==> src/rtl/fetch_pc_ctrl_pkg.sv <==
// fetch_pkg: shared state encoding and default widths for the fetch PC controller.
package fetch_pkg;
  localparam int PC_W = 16;
  localparam int PC_STEP_DEF = 2;
  typedef enum logic [1:0] {FETCH, MISS_WAIT, HALTED} fetch_state_t;
endpackage

==> src/rtl/fetch_pc_ctrl_sat_counter.sv <==
// sat_counter_16: 16-bit saturating event counter with sync reset and increment enable.
module sat_counter_16 (
  input  logic        clk,
  input  logic        rst,
  input  logic        inc,
  output logic [15:0] count
);
  always_ff @(posedge clk)
    if (rst) count <= '0;
    else if (inc && count != 16'hFFFF) count <= count + 16'd1;
endmodule

==> src/rtl/fetch_pc_ctrl.sv <==
// fetch_pc_ctrl: next-PC select, miss/redirect buffering and halt parking; FETCH_PERF_CNT_EN adds miss/stall counters.
import fetch_pkg::*;
module fetch_pc_ctrl #(
  parameter int PC_WIDTH = PC_W,
  parameter int PC_STEP = PC_STEP_DEF,
  parameter logic [PC_WIDTH-1:0] RESET_VECTOR = '0
) (
  input  logic                clk,
  input  logic                rst,
  input  logic [PC_WIDTH-1:0] pc_cur,
  input  logic                imem_valid,
  input  logic                stall_id,
  input  logic                branch_taken,
  input  logic [PC_WIDTH-1:0] branch_target,
  input  logic                halt_dec,
  output logic [PC_WIDTH-1:0] pc_next,
  output logic                pc_freeze,
  output logic                imem_req,
  output logic                fetch_valid,
  output logic                flush_ifid,
  output logic                halted
`ifdef FETCH_PERF_CNT_EN
  ,
  output logic [15:0]         miss_cycles,
  output logic [15:0]         stall_cycles
`endif
);
  fetch_state_t state, state_n;
  logic pend_valid, pend_valid_n;
  logic [PC_WIDTH-1:0] pend_target, pend_target_n, seq, pn;
  logic fz;
  always_ff @(posedge clk)
    if (rst) begin
      state <= FETCH;
      pend_valid <= 1'b0;
      pend_target <= '0;
    end else begin
      state <= state_n;
      pend_valid <= pend_valid_n;
      pend_target <= pend_target_n;
    end
  always_comb begin
    seq = pc_cur + PC_WIDTH'(PC_STEP);
    state_n = state;
    pend_valid_n = pend_valid;
    pend_target_n = pend_target;
    pn = seq;
    fz = 1'b1;
    imem_req = 1'b1;
    fetch_valid = 1'b0;
    flush_ifid = 1'b0;
    halted = 1'b0;
    case (state)
      FETCH:
        if (branch_taken) begin
          flush_ifid = 1'b1;
          pn = branch_target;
          fz = ~imem_valid;
          if (!imem_valid) begin
            pend_valid_n = 1'b1;
            pend_target_n = branch_target;
            state_n = MISS_WAIT;
          end
        end else if (halt_dec) state_n = HALTED;
        else if (!imem_valid) state_n = MISS_WAIT;
        else if (!stall_id) begin
          fz = 1'b0;
          fetch_valid = 1'b1;
        end
      MISS_WAIT: begin
        flush_ifid = branch_taken;
        if (branch_taken) begin
          pend_valid_n = 1'b1;
          pend_target_n = branch_target;
        end
        if (imem_valid) begin
          state_n = FETCH;
          pend_valid_n = 1'b0;
          // A redirect completing the miss beats the sequential PC and never forwards the word.
          if (branch_taken || pend_valid) begin
            pn = branch_taken ? branch_target : pend_target;
            fz = 1'b0;
          end else begin
            fz = stall_id;
            fetch_valid = ~stall_id;
          end
        end
      end
      default: begin
        imem_req = 1'b0;
        halted = 1'b1;
      end
    endcase
    if (rst) begin
      pn = RESET_VECTOR;
      fz = 1'b0;
      imem_req = 1'b0;
      fetch_valid = 1'b0;
      flush_ifid = 1'b0;
      halted = 1'b0;
    end
  end
  assign pc_freeze = fz;
  assign pc_next = fz ? pc_cur : pn;
`ifdef FETCH_PERF_CNT_EN
  logic miss_inc, stall_inc;
  assign miss_inc = state == MISS_WAIT;
  assign stall_inc = state == FETCH && !branch_taken && !halt_dec && imem_valid && stall_id;
  sat_counter_16 u_miss (.clk(clk), .rst(rst), .inc(miss_inc), .count(miss_cycles));
  sat_counter_16 u_stall (.clk(clk), .rst(rst), .inc(stall_inc), .count(stall_cycles));
`endif
endmodule
==> config.mk <==
export PLATFORM = sky130hd
export DESIGN_NAME = fetch_pc_ctrl
export DESIGN_NICKNAME = d
export VERILOG_FILES = /design/src/rtl/fetch_pc_ctrl_pkg.sv /design/src/rtl/fetch_pc_ctrl_sat_counter.sv /design/src/rtl/fetch_pc_ctrl.sv
export SDC_FILE = /design/constraint.sdc
export NUM_CORES = 1
export LEC_CHECK = 0
export ABC_CLOCK_PERIOD_IN_PS = 3700
export BUFFER_PORTS_ARGS = -buffer_cell sky130_fd_sc_hd__buf_4
export CORE_AREA = 2 2 68 70
export CTS_CLUSTER_DIAMETER = 100
export DETAILED_ROUTE_END_ITERATION = 7
export DIE_AREA = 0 0 70 72
export PLACE_DENSITY = 0.62
export RECOVER_POWER = 100
export SYNTH_ARGS = -nofsm -noshare
export SYNTH_HDL_FRONTEND = slang
export SYNTH_SLANG_ARGS = --single-unit
==> constraint.sdc <==
create_clock -name clk -period 3.7 [get_ports clk]
set_input_delay 0.74 -clock clk [delete_from_list [all_inputs] [get_ports clk]]
set_output_delay 0.74 -clock clk [all_outputs]
set_load 0.03 [all_outputs]
==> results of run 1 <==
[sequential cells by signal, indices dropped and copies added, names as in the netlist]
signal / cells
state: 2
pend_valid: 1
pend_target: 16
[critical path: cells and delay by family]
family          cells  cell delay [ns]
simple gates        1             0.21
compound gates      4             1.02
buf+inv             2             0.66
[power groups by stage]
stage / registers [mW] / clock network, mW / logic [mW]
after global routing: 0.233 / 0.162 / 0.291
after global placement: 0.235 / 0 / 0.276
final: 0.231 / 0.150 / 0.267
after floorplan: 0.228 / 0 / 0.183
after CTS: 0.231 / 0.152 / 0.277
after detailed placement: 0.235 / 0 / 0.276
[logic make-up after synthesis]
logic type,Yosys count,synth area share
adders and majority gates,1,0.007598
and+or+nand+nor,79,0.2485
buffers and inverters,21,0.06155
AOI/OAI and AO/OA,79,0.3541
muxes,16,0.09726
DFF,19,0.2310
[per-layer routing]
metal | vias to the layer above | global-route usage
met5 | - | 0
met4 | 0 | 0.04487
met3 | 5 | 0.02917
met2 | 61 | 0.3079
met1 | 850 | 0.2725
li1 | 908 | -
[placed cells by master, fill, tap and decap left out, drive strengths merged, types with 3 or more instances in the layout]
master / n
buf: 49
nor2: 28
dfxtp: 19
o21ai: 17
mux2i: 16
a21oi: 15
clkbuf: 15
nand2: 12
nand3: 12
a22o: 8
a21o: 7
inv: 7
o221a: 5
nor3: 5
and3: 4
o22ai: 4
nor2b: 3
o31ai: 3
a31oi: 3
or2: 3
[final timing paths]
check	startpoint	slack (ns)	end	cells after the start
min reg2reg	pend_target[5]	0.49	pend_target[5]	2
max reg2reg	state[0]	1.46	pend_target[4]	5
min	pend_target[5]	0.49	pend_target[5]	2
max	branch_taken	0.33	pc_next[14]	7
[metrics by stage]
step | hold slack (ns) | cells
finish | 0.4926 | 318
global route | 0.5191 | 318
CTS | 0.4954 | 318
detailed placement | 0.4741 | 314
global placement | 0.4713 | 314
floorplan | 0.4523 | 215
[area by class of cell]
type | count | area, µm² | share of cell area
inverter | 7 | 28.78 | 0.01374
multi-input combinational | 175 | 1161 | 0.5544
clock inverter | 1 | 5.005 | 0.002389
tap | 52 | 65.06 | 0.03106
timing repair buffer | 61 | 412.9 | 0.1971
clock buffer | 3 | 41.29 | 0.01971
sequential | 19 | 380.4 | 0.1816
==> metrics.yaml, run 1 <==
wl_met3_um: 317
critical_path_required_ns: 2.96
route.detailed.drc: 0
grt_max_degree: 17
hpwl_mm: 3.570
clockBufferDepth: 2
synthCells: 215
nets: 306
cts_resized: 0
slew_headroom: 0.1702
fin_worst_skew_ns: 0.003394
initial_utilization: 0.3862
drive_above_1_share: 0.2556
cp-end-kind: "output pin"
clockPowerShare: 0.231
dp_slack_ns: 0.5174
gp_congestion: 0.8245
outcome: "completed"
fmax_mhz: 296.8
cpMostUsedCell: "clkbuf_1"
p_comb_frac: 0.412
synth_most_common_cell: "nor2_1"
synth_area_per_cell_um2: 7.659
firstDrtPassIters: 4
path_class: "input port to output pin"
dpl-instance-area_mm2: 0.002101
p_per_area_mw_per_mm2: 309.0
ys_seq_area_frac: 0.2310
drtAntennaViolNets: 0
netlist_top_cells_count: "nor2_1 (28), dfxtp_1 (19), mux2i_1 (16), o21ai_0 (16), a21oi_1 (15)"
setup_violations: 0
cts-root-buf: "clkbuf_8"
syn_nets: 254
drv_cap: 0
synth.area.top_cells: "dfxtp_1 (23%), mux2i_1 (9.7%), nor2_1 (6.4%)"
p_seq_frac: 0.356
postLayoutCoreUtil: 0.4912
dr.first_iter.drc_count: 122
drv_slew: 0
synthDistinctLibCells: 52
synth_top_area_share: 0.2310
routed.top_layer: "met4"
period_needed_ns: 3.369
fin_area_mm2: 0.002095
dr_wl_met2_mm: 2.208
cts_hold_buf: 0
p_leak_nw: 0.9018
die_area_mm2: 0.005040
crit_chain: "clkbuf_1, o21ba_2, o22ai_4, nand2_1, o31ai_1, a22o_1, clkbuf_1"
h-tree-depth: 1
yosys_register_bits: 19
grt_overflow_total: 0
cts_made_buffers: 3
rsz0062_at_grt: "false"
post_cts_buffers: 0
wl_met1_mm: 2.258
critPathMaxFanout: 10
grt_pass1_vias: 1662
vdd_ir_drop_max_mv: 0.1605
routed_wl_mm: 4.831
clk_pin_slew_worst_paths_ns: 0.08
pin_count: 59
io_buffers: 58
yosysTopAreaCell: "dfxtp_1"
fillers: 465
syn2layout_area_growth_pct: 27.20
antenna_found_initial: 0
ys_warn_count: 0
finalHoldViolCount: 0
antenna_cells: 0
async_flop_share: 0
switching_share: 0.3745
cp_slowest_cell: "clkbuf_1"
fin_ws_ns: 0.3307
grt_pass1_wl_mm: 8.010
hold_class: "register to register"
worst_pin_slew_ns: 1.245
cts.sinks: 19
min_period_over_period: 0.9106
track_usage: 0.1918
via_per_inst: 5.736
power.total_mw: 0.6473
core_area_mm2: 0.004264
cts_tree: "done"
num_rows: 24
die_w_um: 70
ys.flop_type: "dfxtp_1"
synthesis.area_mm2: 0.001647
vias: 1824
setup.worst_path.start_class: "input port"
wl_per_cell_um: 15.19
max_stage_delay_ns: 0.35
dieHeight_um: 72
finalSetupTns_ns: 0
clk-insertion-delay-late_ns: 0.26
worst_ep_arrival_time_ns: 2.63
synth_edf_count: 0
p_switching_mw: 0.2424
intPower_mw: 0.4048
No activity file was read; power rests on OpenSTA's default activity.
==> run 2: changes to the inputs <==
--- a/config.mk
+++ b/config.mk
@@ -7,12 +7,13 @@
 export LEC_CHECK = 0
 export ABC_CLOCK_PERIOD_IN_PS = 3700
 export BUFFER_PORTS_ARGS = -buffer_cell sky130_fd_sc_hd__buf_4
-export CORE_AREA = 2 2 68 70
+export CORE_AREA = 2 2 78 61
 export CTS_CLUSTER_DIAMETER = 100
 export DETAILED_ROUTE_END_ITERATION = 7
-export DIE_AREA = 0 0 70 72
-export PLACE_DENSITY = 0.62
+export DIE_AREA = 0 0 80 63
+export PLACE_DENSITY = 0.63
 export RECOVER_POWER = 100
+export SKIP_CTS_REPAIR_TIMING = 1
 export SYNTH_ARGS = -nofsm -noshare
 export SYNTH_HDL_FRONTEND = slang
 export SYNTH_SLANG_ARGS = --single-unit
==> run 2 against run 1 <==
  * Sequential cell count unchanged
  * Register-to-register slack worse by 0.09 ns
  * Sequential power about the same
  * Clock skew down 0.0011 ns
  * Hold slack better by 0.0087 ns
==> metrics.yaml, run 2 (synthesis results as in run 1) <==
outcome: "completed"
rr_startpoint: "state[0]"
dr.first_iter.drc_count: 108  # -11%
track_usage: 0.2070  # +0.01518
fin_area_mm2: 0.002088  # -0.30%
drv_slew: 0  # unchanged
antenna_cells: 0  # unchanged
drv_cap: 0  # unchanged
fin_ws_ns: 0.3109  # -0.01977 ns
cts-root-buf: "clkbuf_8"
drive_above_1_share: 0.2444  # -0.01128
cts.sinks: 19  # unchanged
grt_overflow_total: 0  # unchanged
io_buffers: 58  # unchanged
cp.depth: 6  # -1
fmax_mhz: 295.1  # -0.58%
r2r-end: "pend_target[14]"
path_class: "register to output pin"
clk-insertion-delay-late_ns: 0.26  # about the same
nets: 306  # unchanged
setup_violations: 0  # unchanged
clk_pin_slew_worst_paths_ns: 0.08  # about the same
gp_congestion: 0.9220  # +12%
fin_worst_skew_ns: 0.002296  # -0.001098 ns
worst_pin_slew_ns: 1.214  # -0.03082 ns
vdd_ir_drop_max_mv: 0.2080  # +30%
final_common_cell: "buf_4"
cp_slowest_cell: "or3_1"
crit_chain: "nand2_1, or3_1, o221a_2, a21o_1, a22o_1, clkbuf_1"
firstDrtPassIters: 4  # unchanged
endpoint: "pc_next[12]"
cts_tree: "done"
rr_worst_depth: 5  # unchanged
rrSetupSlack_ns: 1.37  # -0.09 ns
h-tree-depth: 1  # unchanged
drtAntennaViolNets: 0  # unchanged
critical_path_required_ns: 2.96  # about the same
rsz0062_at_grt: "false"
p_per_area_mw_per_mm2: 310.5  # +0.48%
period_needed_ns: 3.389  # +0.01977 ns
wl_per_cell_um: 15.49  # +2.0%
hpwl_mm: 3.728  # +4.4%
die_area_mm2: 0.005040  # unchanged
routed_wl_mm: 5.003  # +3.6%
grt_max_degree: 25  # +8
max_stage_delay_ns: 0.59  # +0.24 ns
dp_slack_ns: 0.5086  # -0.008792 ns
crit_start: "state[0]"
syn2layout_area_growth_pct: 26.82
worst_ep_arrival_time_ns: 2.65  # +0.02 ns
dpl-instance-area_mm2: 0.002107  # +0.30%
reg_top3: "pend_target (16), state (2), pend_valid (1)"
hold_class: "register to register"
finalSetupTns_ns: 0  # unchanged
grt_pass1_wl_mm: 8.487  # +6.0%
cp_top_family: "simple AND/OR/NAND/NOR gates"
die_w_um: 80  # +14%
worst-path-buf-inv: 1  # -1
via_per_inst: 5.749  # +0.23%
num_rows: 21  # -13%
grt_pass1_vias: 1799  # +8.2%
route.detailed.drc: 0  # unchanged
setup.worst_path.start_class: "register"
cp-end-kind: "output pin"
finalHoldViolCount: 0  # unchanged
critPathMaxFanout: 13  # +3
cts_made_buffers: 3  # unchanged
dieHeight_um: 63  # -13%
final_cell_mix: "buf_4 (45), nor2_1 (28), dfxtp_1 (19)"
core_area_mm2: 0.004309  # +1.1%
vias: 1857  # +1.8%
initial_utilization: 0.3821  # -0.004036
min_period_over_period: 0.9160  # +0.005342
p_leak_nw: 0.8996  # -0.25%
pin_count: 59  # unchanged
slew_headroom: 0.1907  # +0.02055
largest_reg_flops: 16  # unchanged
clockBufferDepth: 2  # unchanged
largest_register: "pend_target"
antenna_found_initial: 0  # unchanged
run 2: layout make-up:
class,instances,area (µm²)
clock buffers,3,41.29
inverters,7,28.78
well taps,57,71.32
multi-input cells,175,1160
clock inverters,1,5.005
fillers,457,2221
flip-flops and latches,19,380.4
repair buffers,61,401.6
run 2: layer usage:
metal  part of all wire  wire, µm  global-route usage  up-vias
met2               0.45      2243              0.3302       65
met5                  0         0                   0        -
met4             0.0014         7             0.02754        0
met3              0.077       383             0.04046        2
li1                   -         -                   -      908
met1               0.47      2369              0.2946      882
run 2: where the power goes:
group	switching, mW	leakage, nW	internal (mW)
Sequential	0.0133	0.156	0.218
Combinational	0.156	0.718	0.109
Clock	0.0768	0.0255	0.0750
Total	0.247	0.900	0.402
run 2: worst min-delay path by stage:
stage                         startpoint        endpoint  cells after the start
after global routing      pend_target[5]  pend_target[5]                      2
after floorplan           pend_target[4]  pend_target[4]                      2
final                     pend_target[5]  pend_target[5]                      2
after global placement    pend_target[5]  pend_target[5]                      2
after CTS                 pend_target[5]  pend_target[5]                      2
after detailed placement  pend_target[5]  pend_target[5]                      2
run 2: worst reg2reg max path, delay by kind of cell, from the launching register on:
kind	cells	cell delay [ns]
flip-flops	1	0.58
buffers and inverters	2	1.09
AO/OA/AOI/OAI	1	0.19
AND/OR/NAND/NOR	1	0.06
multiplexers	1	0.29
run 2: through the flow:
stage	power, mW	cells	hold WS (ns)	utilization
6_report	0.6485	323	0.5013	0.4846
5_1_grt	0.6868	323	0.5316	0.4846
4_1_cts	0.6665	323	0.5067	0.4997
3_5_place_dp	0.5132	319	0.4876	0.4890
3_3_place_gp	0.5115	319	0.4717	0.4890
2_1_floorplan	0.4107	215	0.4523	-
==> run 3: changes to the inputs <==
--- a/config.mk
+++ b/config.mk
@@ -7,10 +7,10 @@
 export LEC_CHECK = 0
 export ABC_CLOCK_PERIOD_IN_PS = 3700
 export BUFFER_PORTS_ARGS = -buffer_cell sky130_fd_sc_hd__buf_4
-export CORE_AREA = 2 2 78 61
+export CORE_AREA = 5 5 81 64
 export CTS_CLUSTER_DIAMETER = 100
 export DETAILED_ROUTE_END_ITERATION = 7
-export DIE_AREA = 0 0 80 63
+export DIE_AREA = 0 0 86 69
 export PLACE_DENSITY = 0.63
 export RECOVER_POWER = 100
 export SKIP_CTS_REPAIR_TIMING = 1
==> run 3 against run 2 <==
  * Setup slack worse by 0.016 ns
  * Sequential power hardly changed
  * Critical path depth is 1 higher
  * Maximum frequency is 0.46% lower
  * Critical path type is now input port to output pin
  * Global-route usage is 3.1 points lower
  * Via count is 1.8% lower
  * Non-clock buffer count is 1 higher
==> metrics.yaml, run 3 (synthesis results as in run 1) <==
cts_tree: "done"
grt_pass1_vias: 1837  # +2.1%
period_needed_ns: 3.405  # +0.01557 ns
cts.sinks: 19  # unchanged
core_area_mm2: 0.004335  # +0.61%
clk_pin_slew_worst_paths_ns: 0.08  # about the same
clk-insertion-delay-late_ns: 0.26  # about the same
cts-root-buf: "clkbuf_8"
firstDrtPassIters: 4  # unchanged
cp-end-kind: "output pin"
gp_congestion: 0.8282  # -10%
wl_per_cell_um: 15.72  # +1.5%
clockBufferDepth: 2  # unchanged
track_usage: 0.1763  # -0.03064
vdd_ir_drop_max_mv: 0.1861  # -11%
initial_utilization: 0.3798  # -0.002316
outcome: "completed"
grt_pass1_wl_mm: 8.811  # +3.8%
antenna_cells: 0  # unchanged
p_leak_nw: 0.9110  # +1.3%
finalHoldViolCount: 0  # unchanged
worst_pin_slew_ns: 1.238  # +0.02429 ns
cts_made_buffers: 3  # unchanged
die_w_um: 86  # +7.5%
drive_above_1_share: 0.2622  # +0.01781
crit_start: "branch_taken"
reg_top3: "pend_target (16), state (2), pend_valid (1)"
dieHeight_um: 69  # +9.5%
fin_hold_ws_ns: 0.4961  # -0.005229 ns
h-tree-depth: 1  # unchanged
fillers: 466  # +2.0%
hold_class: "register to register"
critical_path_required_ns: 2.96  # about the same
critPathMaxFanout: 10  # -3
largest_register: "pend_target"
routed_wl_mm: 5.092  # +1.8%
route.detailed.drc: 0  # unchanged
min_period_over_period: 0.9202  # +0.004208
dr.first_iter.drc_count: 84  # -22%
fmax_mhz: 293.7  # -0.46%
final_common_cell: "buf_4"
die_area_mm2: 0.005934  # +18%
fin_worst_skew_ns: 0.004928  # +0.002631 ns
vias: 1823  # -1.8%
fin_area_mm2: 0.002113  # +1.2%
drv_cap: 0  # unchanged
min_from: "pend_target[2]"
setup.worst_path.start_class: "input port"
largest_reg_flops: 16  # unchanged
nets: 307  # +0.33%
pin_count: 59  # unchanged
drtAntennaViolNets: 0  # unchanged
syn2layout_area_growth_pct: 28.34
drv_slew: 0  # unchanged
worst_ep_arrival_time_ns: 2.66  # about the same
slew_headroom: 0.1745  # -0.01619
path_class: "input port to output pin"
finalSetupTns_ns: 0  # unchanged
rsz0062_at_grt: "false"
final_cell_mix: "buf_4 (52), nor2_1 (28), dfxtp_1 (19)"
p_per_area_mw_per_mm2: 310.0  # -0.18%
via_per_inst: 5.627  # -2.1%
rr_startpoint: "state[0]"
setup_violations: 0  # unchanged
hpwl_mm: 3.843  # +3.1%
grt_overflow_total: 0  # unchanged
grt_max_degree: 22  # -12%
io_buffers: 58  # unchanged
num_rows: 21  # unchanged
antenna_found_initial: 0  # unchanged
dpl-instance-area_mm2: 0.002115  # +0.36%
[run 3: path summary, 6_finish.rpt]
kind                     to  slack, ns  cells after the start
max              pc_next[3]       0.30                      7
min          pend_target[2]       0.50                      2
max reg2reg  pend_target[6]       1.41                      5
min reg2reg  pend_target[2]       0.50                      2
[run 3: cell type report]
type                            instances  area (µm²)  area share
Sequential cell                        19       380.4      0.1800
Timing Repair Buffer                   62       427.9      0.2025
Clock buffer                            4       45.04     0.02131
Inverter                                7       28.78     0.01362
Tap cell                               57       71.32     0.03375
Multi-Input combinational cell        175        1160      0.5488
[run 3: stage by stage]
step / power (mW) / util / worst slack, ns / std cells
after floorplan: 0.4107 / - / 0.6554 / 215
after global placement: 0.5138 / 0.4877 / 0.5096 / 320
final: 0.6550 / 0.4874 / 0.2954 / 324
after detailed placement: 0.5150 / 0.4877 / 0.5053 / 320
after global routing: 0.6967 / 0.4874 / 0.1621 / 324
after CTS: 0.6677 / 0.4981 / 0.5011 / 324
[run 3: worst max-delay path, cell delays in order]
cell,delay [ns]
clkbuf_1,0.19
nor3b_1,0.60
o22ai_4,0.24
or2b_4,0.34
o31ai_1,0.08
a22o_1,0.16
clkbuf_1,0.31
[run 3: report_power, final]
group          switching [mW]  internal [mW]
clock network          0.0746         0.0767
registers              0.0130          0.218
logic                   0.156          0.117
[run 3: layer usage]
layer	GRT usage	up-vias	part of all wire
met4	0.01582	0	0.0035
li1	-	912	-
met5	0	-	0
met2	0.2823	52	0.44
met1	0.2498	857	0.49
met3	0.03810	2	0.067
